<file path="src/rtl/fifo_arbiter_if.sv">
// Signal bundle between fifo_arbiter, its two producers, the shared FIFO and the consumer.
// The master modport is the arbiter's view; slave is the surrounding environment.
interface fifo_arbiter_if #(
  parameter int unsigned DATA_WIDTH = 8,
  parameter int unsigned CNT_WIDTH  = 16
);
  logic                  req_a;
  logic                  req_b;
  logic [DATA_WIDTH-1:0] din_a;
  logic [DATA_WIDTH-1:0] din_b;
  logic                  ack_a;
  logic                  ack_b;
  logic                  fifo_wr;
  logic [DATA_WIDTH:0]   fifo_din;
  logic                  fifo_full;
  logic                  fifo_rd;
  logic [DATA_WIDTH:0]   fifo_dout;
  logic                  fifo_empty;
  logic                  out_valid;
  logic [DATA_WIDTH-1:0] out_data;
  logic                  out_src;
  logic                  out_ready;
  logic [CNT_WIDTH-1:0]  cnt_a;
  logic [CNT_WIDTH-1:0]  cnt_b;

  modport master (
    input  req_a, req_b, din_a, din_b, fifo_full, fifo_dout, fifo_empty, out_ready,
    output ack_a, ack_b, fifo_wr, fifo_din, fifo_rd, out_valid, out_data, out_src, cnt_a, cnt_b
  );

  modport slave (
    output req_a, req_b, din_a, din_b, fifo_full, fifo_dout, fifo_empty, out_ready,
    input  ack_a, ack_b, fifo_wr, fifo_din, fifo_rd, out_valid, out_data, out_src, cnt_a, cnt_b
  );
endinterface

</file>
<file path="src/rtl/fifo_arbiter.sv">
// Round-robin merge of two producers onto a shared FIFO, with a registered
// valid/ready output stage draining the FIFO read port.
module fifo_arbiter #(
  parameter int unsigned DATA_WIDTH = 8,
  parameter int unsigned CNT_WIDTH  = 16
) (
  input logic            clk,
  input logic            reset,
  fifo_arbiter_if.master bus
);
  typedef enum logic [1:0] {StIdle, StLoad, StHold} state_e;

  state_e                state_q, state_d;
  logic                  prio_q, prio_d;
  logic                  grant_b;
  logic                  wr;
  logic                  rd;
  logic                  out_valid_q, out_valid_d;
  logic [DATA_WIDTH-1:0] out_data_q, out_data_d;
  logic                  out_src_q, out_src_d;
  logic [CNT_WIDTH-1:0]  cnt_a_q, cnt_a_d;
  logic [CNT_WIDTH-1:0]  cnt_b_q, cnt_b_d;

  // Write arbiter: prio_q=1 favours B when both request.
  always_comb begin
    grant_b = bus.req_b & (~bus.req_a | prio_q);
    wr      = (bus.req_a | bus.req_b) & ~bus.fifo_full;
    prio_d  = wr ? ~grant_b : prio_q;
    cnt_a_d = cnt_a_q;
    cnt_b_d = cnt_b_q;
    if (wr && !grant_b) cnt_a_d = cnt_a_q + CNT_WIDTH'(1);
    if (wr && grant_b)  cnt_b_d = cnt_b_q + CNT_WIDTH'(1);
  end

  assign bus.fifo_wr  = wr;
  assign bus.ack_a    = wr & ~grant_b;
  assign bus.ack_b    = wr & grant_b;
  assign bus.fifo_din = grant_b ? {1'b1, bus.din_b} : {1'b0, bus.din_a};

  // Read FSM: the FIFO's read data is registered, so a LOAD cycle sits between read and capture.
  always_comb begin
    state_d     = state_q;
    rd          = 1'b0;
    out_valid_d = out_valid_q;
    out_data_d  = out_data_q;
    out_src_d   = out_src_q;
    unique case (state_q)
      StIdle: begin
        rd = ~bus.fifo_empty;
        if (rd) state_d = StLoad;
      end
      StLoad: begin
        out_data_d  = bus.fifo_dout[DATA_WIDTH-1:0];
        out_src_d   = bus.fifo_dout[DATA_WIDTH];
        out_valid_d = 1'b1;
        state_d     = StHold;
      end
      StHold: begin
        if (bus.out_ready) begin
          out_valid_d = 1'b0;
          state_d     = StIdle;
        end
      end
      default: state_d = StIdle;
    endcase
  end

  assign bus.fifo_rd   = rd;
  assign bus.out_valid = out_valid_q;
  assign bus.out_data  = out_data_q;
  assign bus.out_src   = out_src_q;
  assign bus.cnt_a     = cnt_a_q;
  assign bus.cnt_b     = cnt_b_q;

  always_ff @(posedge clk or posedge reset) begin
    if (reset) begin
      state_q     <= StIdle;
      prio_q      <= 1'b0;
      out_valid_q <= 1'b0;
      out_data_q  <= '0;
      out_src_q   <= 1'b0;
      cnt_a_q     <= '0;
      cnt_b_q     <= '0;
    end else begin
      state_q     <= state_d;
      prio_q      <= prio_d;
      out_valid_q <= out_valid_d;
      out_data_q  <= out_data_d;
      out_src_q   <= out_src_d;
      cnt_a_q     <= cnt_a_d;
      cnt_b_q     <= cnt_b_d;
    end
  end
endmodule

</file>
<file path="src/flat_wrapper.sv">
// flat-port wrapper written by rule: the top's interface ports become plain ports
module fifo_arbiter_flat 
#(
  parameter int unsigned DATA_WIDTH = 8,
  parameter int unsigned CNT_WIDTH  = 16
)
  (clk, reset, bus_req_a, bus_req_b, bus_din_a, bus_din_b, bus_fifo_full, bus_fifo_dout, bus_fifo_empty, bus_out_ready, bus_ack_a, bus_ack_b, bus_fifo_wr, bus_fifo_din, bus_fifo_rd, bus_out_valid, bus_out_data, bus_out_src, bus_cnt_a, bus_cnt_b);
  fifo_arbiter_if #(.DATA_WIDTH(DATA_WIDTH), .CNT_WIDTH(CNT_WIDTH)) bus_i ();
  input logic clk;
  input logic reset;
  input wire logic [$bits(bus_i.req_a)-1:0] bus_req_a;
  input wire logic [$bits(bus_i.req_b)-1:0] bus_req_b;
  input wire logic [$bits(bus_i.din_a)-1:0] bus_din_a;
  input wire logic [$bits(bus_i.din_b)-1:0] bus_din_b;
  input wire logic [$bits(bus_i.fifo_full)-1:0] bus_fifo_full;
  input wire logic [$bits(bus_i.fifo_dout)-1:0] bus_fifo_dout;
  input wire logic [$bits(bus_i.fifo_empty)-1:0] bus_fifo_empty;
  input wire logic [$bits(bus_i.out_ready)-1:0] bus_out_ready;
  output wire logic [$bits(bus_i.ack_a)-1:0] bus_ack_a;
  output wire logic [$bits(bus_i.ack_b)-1:0] bus_ack_b;
  output wire logic [$bits(bus_i.fifo_wr)-1:0] bus_fifo_wr;
  output wire logic [$bits(bus_i.fifo_din)-1:0] bus_fifo_din;
  output wire logic [$bits(bus_i.fifo_rd)-1:0] bus_fifo_rd;
  output wire logic [$bits(bus_i.out_valid)-1:0] bus_out_valid;
  output wire logic [$bits(bus_i.out_data)-1:0] bus_out_data;
  output wire logic [$bits(bus_i.out_src)-1:0] bus_out_src;
  output wire logic [$bits(bus_i.cnt_a)-1:0] bus_cnt_a;
  output wire logic [$bits(bus_i.cnt_b)-1:0] bus_cnt_b;
  assign bus_i.req_a = bus_req_a;
  assign bus_i.req_b = bus_req_b;
  assign bus_i.din_a = bus_din_a;
  assign bus_i.din_b = bus_din_b;
  assign bus_i.fifo_full = bus_fifo_full;
  assign bus_i.fifo_dout = bus_fifo_dout;
  assign bus_i.fifo_empty = bus_fifo_empty;
  assign bus_i.out_ready = bus_out_ready;
  assign bus_ack_a = bus_i.ack_a;
  assign bus_ack_b = bus_i.ack_b;
  assign bus_fifo_wr = bus_i.fifo_wr;
  assign bus_fifo_din = bus_i.fifo_din;
  assign bus_fifo_rd = bus_i.fifo_rd;
  assign bus_out_valid = bus_i.out_valid;
  assign bus_out_data = bus_i.out_data;
  assign bus_out_src = bus_i.out_src;
  assign bus_cnt_a = bus_i.cnt_a;
  assign bus_cnt_b = bus_i.cnt_b;
  fifo_arbiter #(.DATA_WIDTH(DATA_WIDTH), .CNT_WIDTH(CNT_WIDTH)) u_core (.clk(clk), .reset(reset), .bus(bus_i));
endmodule
</file>
<file path="config.mk">
export PLATFORM = sky130hd
export DESIGN_NAME = fifo_arbiter_flat
export DESIGN_NICKNAME = d
export VERILOG_FILES = /design/src/rtl/fifo_arbiter_if.sv /design/src/rtl/fifo_arbiter.sv /design/src/flat_wrapper.sv
export SDC_FILE = /design/constraint.sdc
export NUM_CORES = 1
export LEC_CHECK = 0
export ABC_AREA = 1
export CORE_ASPECT_RATIO = 0.5
export CORE_UTILIZATION = 40
export DETAILED_ROUTE_END_ITERATION = 12
export GPL_ROUTABILITY_DRIVEN = 0
export PLACE_DENSITY_LB_ADDON = 0.2
export SYNTH_ARGS = -nofsm -noshare
export SYNTH_HDL_FRONTEND = slang
export SYNTH_SLANG_ARGS = --single-unit
export TNS_END_PERCENT = 30
</file>
<file path="constraint.sdc">
create_clock -name clk -period 1.6 [get_ports clk]
set_clock_uncertainty 0.15 [all_clocks]
set_input_delay 0.4 -clock clk [delete_from_list [all_inputs] [get_ports clk]]
set_output_delay 0.4 -clock clk [all_outputs]
set_load 0.005 [all_outputs]
</file>
==> results of run 1 <==
routing by layer:
metal  part of all wire [%]  vias to the layer above  track usage [%]
met1                     44                     1089             28.3
li1                       -                     1180                -
met3                    4.2                       14             6.32
met4                    1.9                        0             6.39
met5                      0                        -                0
met2                     50                       60             39.0
layout by cell type (no fill, tap or decap), types with 7 or more instances in the layout:
cell type,netlist,final
nand2_1,144,135
dlygate4sd2_1,0,45
dfrtp_1,45,45
clkdlybuf4s50_1,0,27
buf_4,1,24
nor2_1,23,23
inv_1,23,21
buf_2,0,12
xor2_1,11,11
buf_6,0,10
nand3b_1,9,9
nand2_2,1,8
nor2_4,3,7
nand3_1,7,7
state kept, by name, indices dropped and copies added (netlist names):
| register | flops |
|---|---|
| u_core.bus.cnt_b | 16 |
| u_core.bus.out_src | 1 |
| u_core.state_q | 2 |
| u_core.bus.out_valid | 1 |
| u_core.prio_q | 1 |
| u_core.bus.out_data | 8 |
| u_core.bus.cnt_a | 16 |
area by class of cell:
type,instances,area [um2]
flip-flops and latches,45,1130
repair buffers,119,1040
fillers,511,1860
multi-input cells,229,1210
clock inverters,3,17.5
clock buffers,5,125
inverters,25,100
well taps,73,91.3
worst reg2reg max path, cell delays in order, from the launching register on:
cell and delay (ns):
dfrtp_1 0.34, inv_2 0.07, buf_6 0.12, a21boi_4 0.19, buf_6 0.13, buf_6 0.09
buf_6 0.10, nand2_8 0.08, nor2_8 0.14, nand2_1 0.06, nand2_1 0.05, nand2_1 0.04
worst paths after layout:
kind                       cells after the start                   start  slack [ns]                      to
hold reg to reg                                2  u_core.bus.out_data[3]        0.32  u_core.bus.out_data[3]
max in group asynchronous                      3                   reset        0.72     u_core.bus.cnt_a[6]
setup / recovery                               6           u_core.prio_q       -0.21         bus_fifo_din[1]
setup reg to reg                              11           u_core.prio_q       -0.07    u_core.bus.cnt_b[10]
min in group asynchronous                      3                   reset        0.35    u_core.bus.cnt_a[15]
hold / removal                                 2          bus_fifo_empty        0.28       u_core.state_q[0]
metrics by stage:
stage	hold WS (ns)	TNS (ns)	total power (uW)
final	0.278	-2.47	4010
after global routing	0.304	-4.60	4320
after CTS	0.276	-1.87	4040
after detailed placement	0.301	-24.95	3150
after global placement	0.295	-22.81	3110
after floorplan	0.261	0	2230
power groups by stage:
stage / sequential [uW] / clock [uW] / combinational [uW]
finish: 1650 / 1010 / 1350
global route: 1700 / 1100 / 1510
CTS: 1660 / 1030 / 1350
detailed placement: 1690 / 0 / 1460
global placement: 1680 / 0 / 1430
floorplan: 1700 / 0 / 529
kinds of logic (layout without fill, tap and decap cells):
family / Yosys count / after routing
AO/OA/AOI/OAI: 4 / 5
XOR/XNOR: 16 / 16
buffers and inverters: 27 / 152
flip-flops: 45 / 45
AND/OR/NAND/NOR: 204 / 206
adder cells (fa/ha/maj): 2 / 2
what timing repair did:
action                                  4_1_cts  5_1_grt
endpoints found under the hold margin         0        0
setup buffers                                10        2
endpoints found under the setup margin       84       34
gates cloned                                  3        0
pin swaps                                    16       12
resized for setup                           125        9
==> metrics.txt, run 1 <==
post-route standard cell area excluding fillers approximately 3700 um2; worst slack at placement -0.875 ns; adder-cell share of the synthesized area between 1 and 1.5%; largest delay contributor family on the critical path flip-flops; most repeated library cell on the critical path nand2_1; run status complete, but fails checks; critical path required time ~1.1 ns; Inserted Clock Buffers 5; top-area cell type share of the netlist area about half; cell-internal power between 2000 and 3000 uW; H-tree depth 2; number of iterations in the first detailed-routing pass 4; register bit count reported by yosys 45; multiplexer share of the synthesized area 0%; largest stage delay on the critical path 0.34 ns; initial antenna violation count 0; via count 2,343; average wire per standard cell 12.6 um; initial core utilization 42.0%; clock insertion delay at the later pin of the skew report 0.29 ns; Psw about 1300 uW; cell at the root of the clock tree clkbuf_16; share of power burned in the clock network between 20% and 30%; most numerous cell in the Yosys netlist nand2_1; simple logic cell fraction of the synthesized area roughly two fifths; wire length of the first global-routing pass 10,800 um; synthesized netlist net count between 300 and 400; largest vdd supply drop just over 0.0008 V; proportion of power drawn by flip-flops and latches approximately 41%; share of final-layout standard cells stronger than drive strength 1 19.5%; fraction of registers with async set or reset after synthesis 100%; Worst Setup Start Kind register; Bufs and invs on worst path 3; total power density per cell area between 1000 and 1500 nW/um2; via count of the first global-routing pass between 2k and 2.5k; dominant combinational cell family by area after synthesis simple AND/OR/NAND/NOR gates; antenna-violating nets left 0; transition time at the pin with the least slew margin around 0.31 ns; synth unique cells 22; unrepaired setup endpoints after global routing yes; Synth area leaders dfrtp_1 (48%), nand2_1 (23%), xor2_1 (4.1%); Post-synth top cells nand2_1 (144), dfrtp_1 (45), inv_1 (23), nor2_1 (23), xor2_1 (11); die outline area roughly 6200 um2; maximum number of pins on one net before global-route repair 30; placed instance area 3460 um2; global-route usage over all layers around 23%; Layout Area Growth over Synthesis 58.5%; EDFF count, synth 0; global route overflow 0; critical path start-end classification reg -> out; Final Worst Setup Slack -0.211 ns; minimum period implied by the final worst setup slack approximately 1.8 ns; floorplan die width 110 um; Fmax between 500 and 600 MHz; post-route clock period utilization 113%; portion of the post-synthesis area used by sequential elements around 48%; Switching Fraction between 30% and 40%; count of unresolved DRC violations after routing 0; number of warning messages in the yosys log 0; Ant. Diodes 0; headroom to the max-slew limit between 70% and 80%; hold buffer count at cts 0; final standard cell count with taps included and fillers excluded roughly 500; count of boundary I/O pins just under 90; category of the worst setup path capture point primary output; list of cells traversed by the critical path inv_2 > buf_6 > a21boi_4 > nand2_1 > nand2_1 > buf_2; final core utilization between 60 and 70%; placed cell count roughly 480; CP max-delay cell dfrtp_1; Num Clock Sinks between 40 and 50; floorplan die height approximately 56 um; placeable core area ~5600 um2; Final setup violation count 25; xor and xnor area share after synthesis around 6%; top flip-flop cell by instance count after synthesis dfrtp_1; biggest area consumer among synthesized cells dfrtp_1; maximum fanout encountered on the critical timing path 5; number of maximum-capacitance constraint violations 0; TritonCTS clock tree done; violations in the final reports negative setup slack; routed wire length roughly 6300 um; maximum clock path buffer count 2; count of input and output buffers between 80 and 90; part of the total power dissipated in combinational logic 33.6%; Mapped Cells ~300; clk slew on worst S/H paths ~0.060 ns; share of the synthesized area in compound gates (AO/OA/AOI/OAI) between 1 and 1.5%; Data arrival, critical path approximately 1.3 ns; Final Max Tran Viols 0; area of the mapped netlist around 2300 um2; number of hold-slack violations in the final timing report 0; net count of the finished layout 459; class of the tightest hold or removal check in -> reg; num rows 19; HPWL reported at the end of detailed placement roughly 4500 um; drt initial violations between 100 and 150; syn avg cell area between 7 and 8 um2; vias per std cell 4.70; leakage power roughly 0.002 uW
(Power assumes the default switching activity.)
==> run 2, diff against run 1 <==
GPL_TIMING_DRIVEN = 1   (was not set)
TNS_END_PERCENT = 20   (was 30)
==> run 2 against run 1 <==
Effect of this change: the run still ends with negative setup slack left; final area fell by 0.14%; setup slack barely moved; register-to-register slack hardly changed; sequential power about the same; non-clock buffer count is the same; clock-buffer cell count did not move; combinational power hardly changed; largest power group unchanged; clock power barely moved; critical endpoint is now bus_ack_a; fmax barely moved.
==> metrics.txt, run 2 (synthesized netlist as in run 1, its figures left out) <==
met2 track demand over resource in global routing roughly two fifths; most repeated library cell on the critical path nand2_4; count of fill cells added during filler insertion roughly 510; drt initial violations 110; GR met1 Demand/Resource between 20% and 30%; Layout Area Growth over Synthesis 58.3%; post-route clock period utilization 113%; maximum clock path buffer count 2; die outline area about 6000 um2; Inserted Clock Buffers 5; number of hold-slack violations in the final timing report 0; floorplan die height about 56 um; clock insertion delay at the later pin of the skew report ~0.29 ns; list of cells traversed by the critical path inv_2 > nand2_4 > nand2_4 > buf_6 > nand2_4 > inv_4 > buf_6; maximum number of pins on one net before global-route repair 30; unrepaired setup endpoints after global routing yes; Ant. Diodes 0; cell at the root of the clock tree clkbuf_16; count of boundary I/O pins 87; number of maximum-capacitance constraint violations 0; violations in the final reports negative setup slack; placeable core area around 5600 um2; via count approximately 2.3k; Final Max Tran Viols 0; Data arrival, critical path 1.26 ns; largest delay contributor family on the critical path flip-flops; largest stage delay on the critical path about 0.37 ns; count of unresolved DRC violations after routing 0; num rows 19; final core utilization between 60% and 70%; busiest grt layer met2; leakage power 0.00197 uW; net count of the finished layout 459; share of final-layout standard cells stronger than drive strength 1 19.0%; average wire per standard cell roughly 13 um; total power density per cell area approximately 1100 nW/um2; TritonCTS clock tree done; Bufs and invs on worst path 4; antenna-violating nets left 0; CP max-delay cell dfrtp_1; floorplan die width 110 um; Final setup violation count 25; vias per std cell 4.69; most common cell after layout, fill and taps aside nand2_1; HPWL reported at the end of detailed placement 4470 um; Num Clock Sinks 45; wire length of the first global-routing pass 10,800 um; Worst Setup Start Kind register; largest vdd supply drop approximately 0.0008 V; initial antenna violation count 0; maximum fanout encountered on the critical timing path 5; global route overflow 0; category of the worst setup path capture point primary output; hold buffer count at cts 0; most frequent cells in the layout nand2_1 (137), dlygate4sd2_1 (45), dfrtp_1 (45); H-tree depth 2; number of iterations in the first detailed-routing pass 4; critical path start-end classification reg -> out; global-route usage over all layers 22.8%; Power, Total roughly 4000 uW; transition time at the pin with the least slew margin ~0.31 ns; headroom to the max-slew limit 79.0%; routed wire length 6280 um; initial core utilization a little over two fifths; run status complete, but fails checks; clk slew on worst S/H paths about 0.060 ns; post-route standard cell area excluding fillers 3700 um2; placed instance area between 3000 and 4000 um2; Final Worst Setup Slack -0.212 ns; GRT met3 Usage around 6.3%; minimum period implied by the final worst setup slack between 1.5 and 2 ns; via count of the first global-routing pass ~2.3k; Fmax 552 MHz; class of the tightest hold or removal check in -> reg; critical path required time about 1.1 ns; count of input and output buffers 86
==> run 2: cell counts in the layout (fill, tap and decap cells not counted) <==
No cell type changed its count.
==> run 2: routing by layer <==
layer | part of all wire, % | up-vias
li1 | - | 1179
met1 | 43 | 1088
met2 | 50 | 60
met3 | 4.6 | 14
met4 | 1.9 | 0
met5 | 0 | -
==> run 2: where the power goes <==
part           total (uW)  internal (uW)  leakage [uW]  switching [uW]
logic                1350            702       0.00133             643
registers            1650           1430      0.000567             220
clock network        1010            573     0.0000696             436
total                4010           2710       0.00197            1300
==> run 2: final timing paths <==
path                                   startpoint                     end  slack, ns  depth (start not counted)
max in group asynchronous                   reset     u_core.bus.cnt_a[6]       0.72                          3
min in group asynchronous                   reset    u_core.bus.cnt_a[15]       0.35                          3
min reg2reg                u_core.bus.out_data[3]  u_core.bus.out_data[3]       0.32                          2
max reg2reg                         u_core.prio_q    u_core.bus.cnt_b[10]      -0.07                         11
max                                 u_core.prio_q               bus_ack_a      -0.21                          7
min                                bus_fifo_empty       u_core.state_q[0]       0.28                          2
==> run 2: per-stage QoR <==
step / setup WS [ns] / TNS [ns] / hold slack (ns) / std cells
final: -0.212 / -2.45 / 0.278 / 499
after detailed placement: -0.875 / -24.95 / 0.301 / 477
after floorplan: 0.144 / 0 / 0.261 / 298
after CTS: -0.210 / -1.87 / 0.276 / 497
after global routing: -0.272 / -4.60 / 0.304 / 499
after global placement: -0.812 / -22.81 / 0.295 / 477
==> run 2: worst register-to-register path, stage by stage (launching register included) <==
cell and delay (ns):
dfrtp_1 0.34, inv_2 0.07, buf_6 0.12, a21boi_4 0.19, buf_6 0.13, buf_6 0.09
buf_6 0.10, nand2_8 0.08, nor2_8 0.14, nand2_1 0.06, nand2_1 0.05, nand2_1 0.04
==> run 2: timing repair <==
item / 4_1_cts / 5_1_grt
cloned: 3 / 0
gates resized for setup: 125 / 7
setup buffers: 10 / 2
setup endpoints to repair: 84 / 34
pin swaps: 16 / 12
==> run 2: area by class of cell <==
cell class                      count  area [um2]  area share [%]
Multi-Input combinational cell    229        1200            32.5
Sequential cell                    45        1130            30.4
Timing Repair Buffer              119        1040            28.0
Clock buffer                        5         125            3.38
Inverter                           25         100            2.70
Tap cell                           73        91.3            2.47
Clock inverter                      3        17.5           0.473
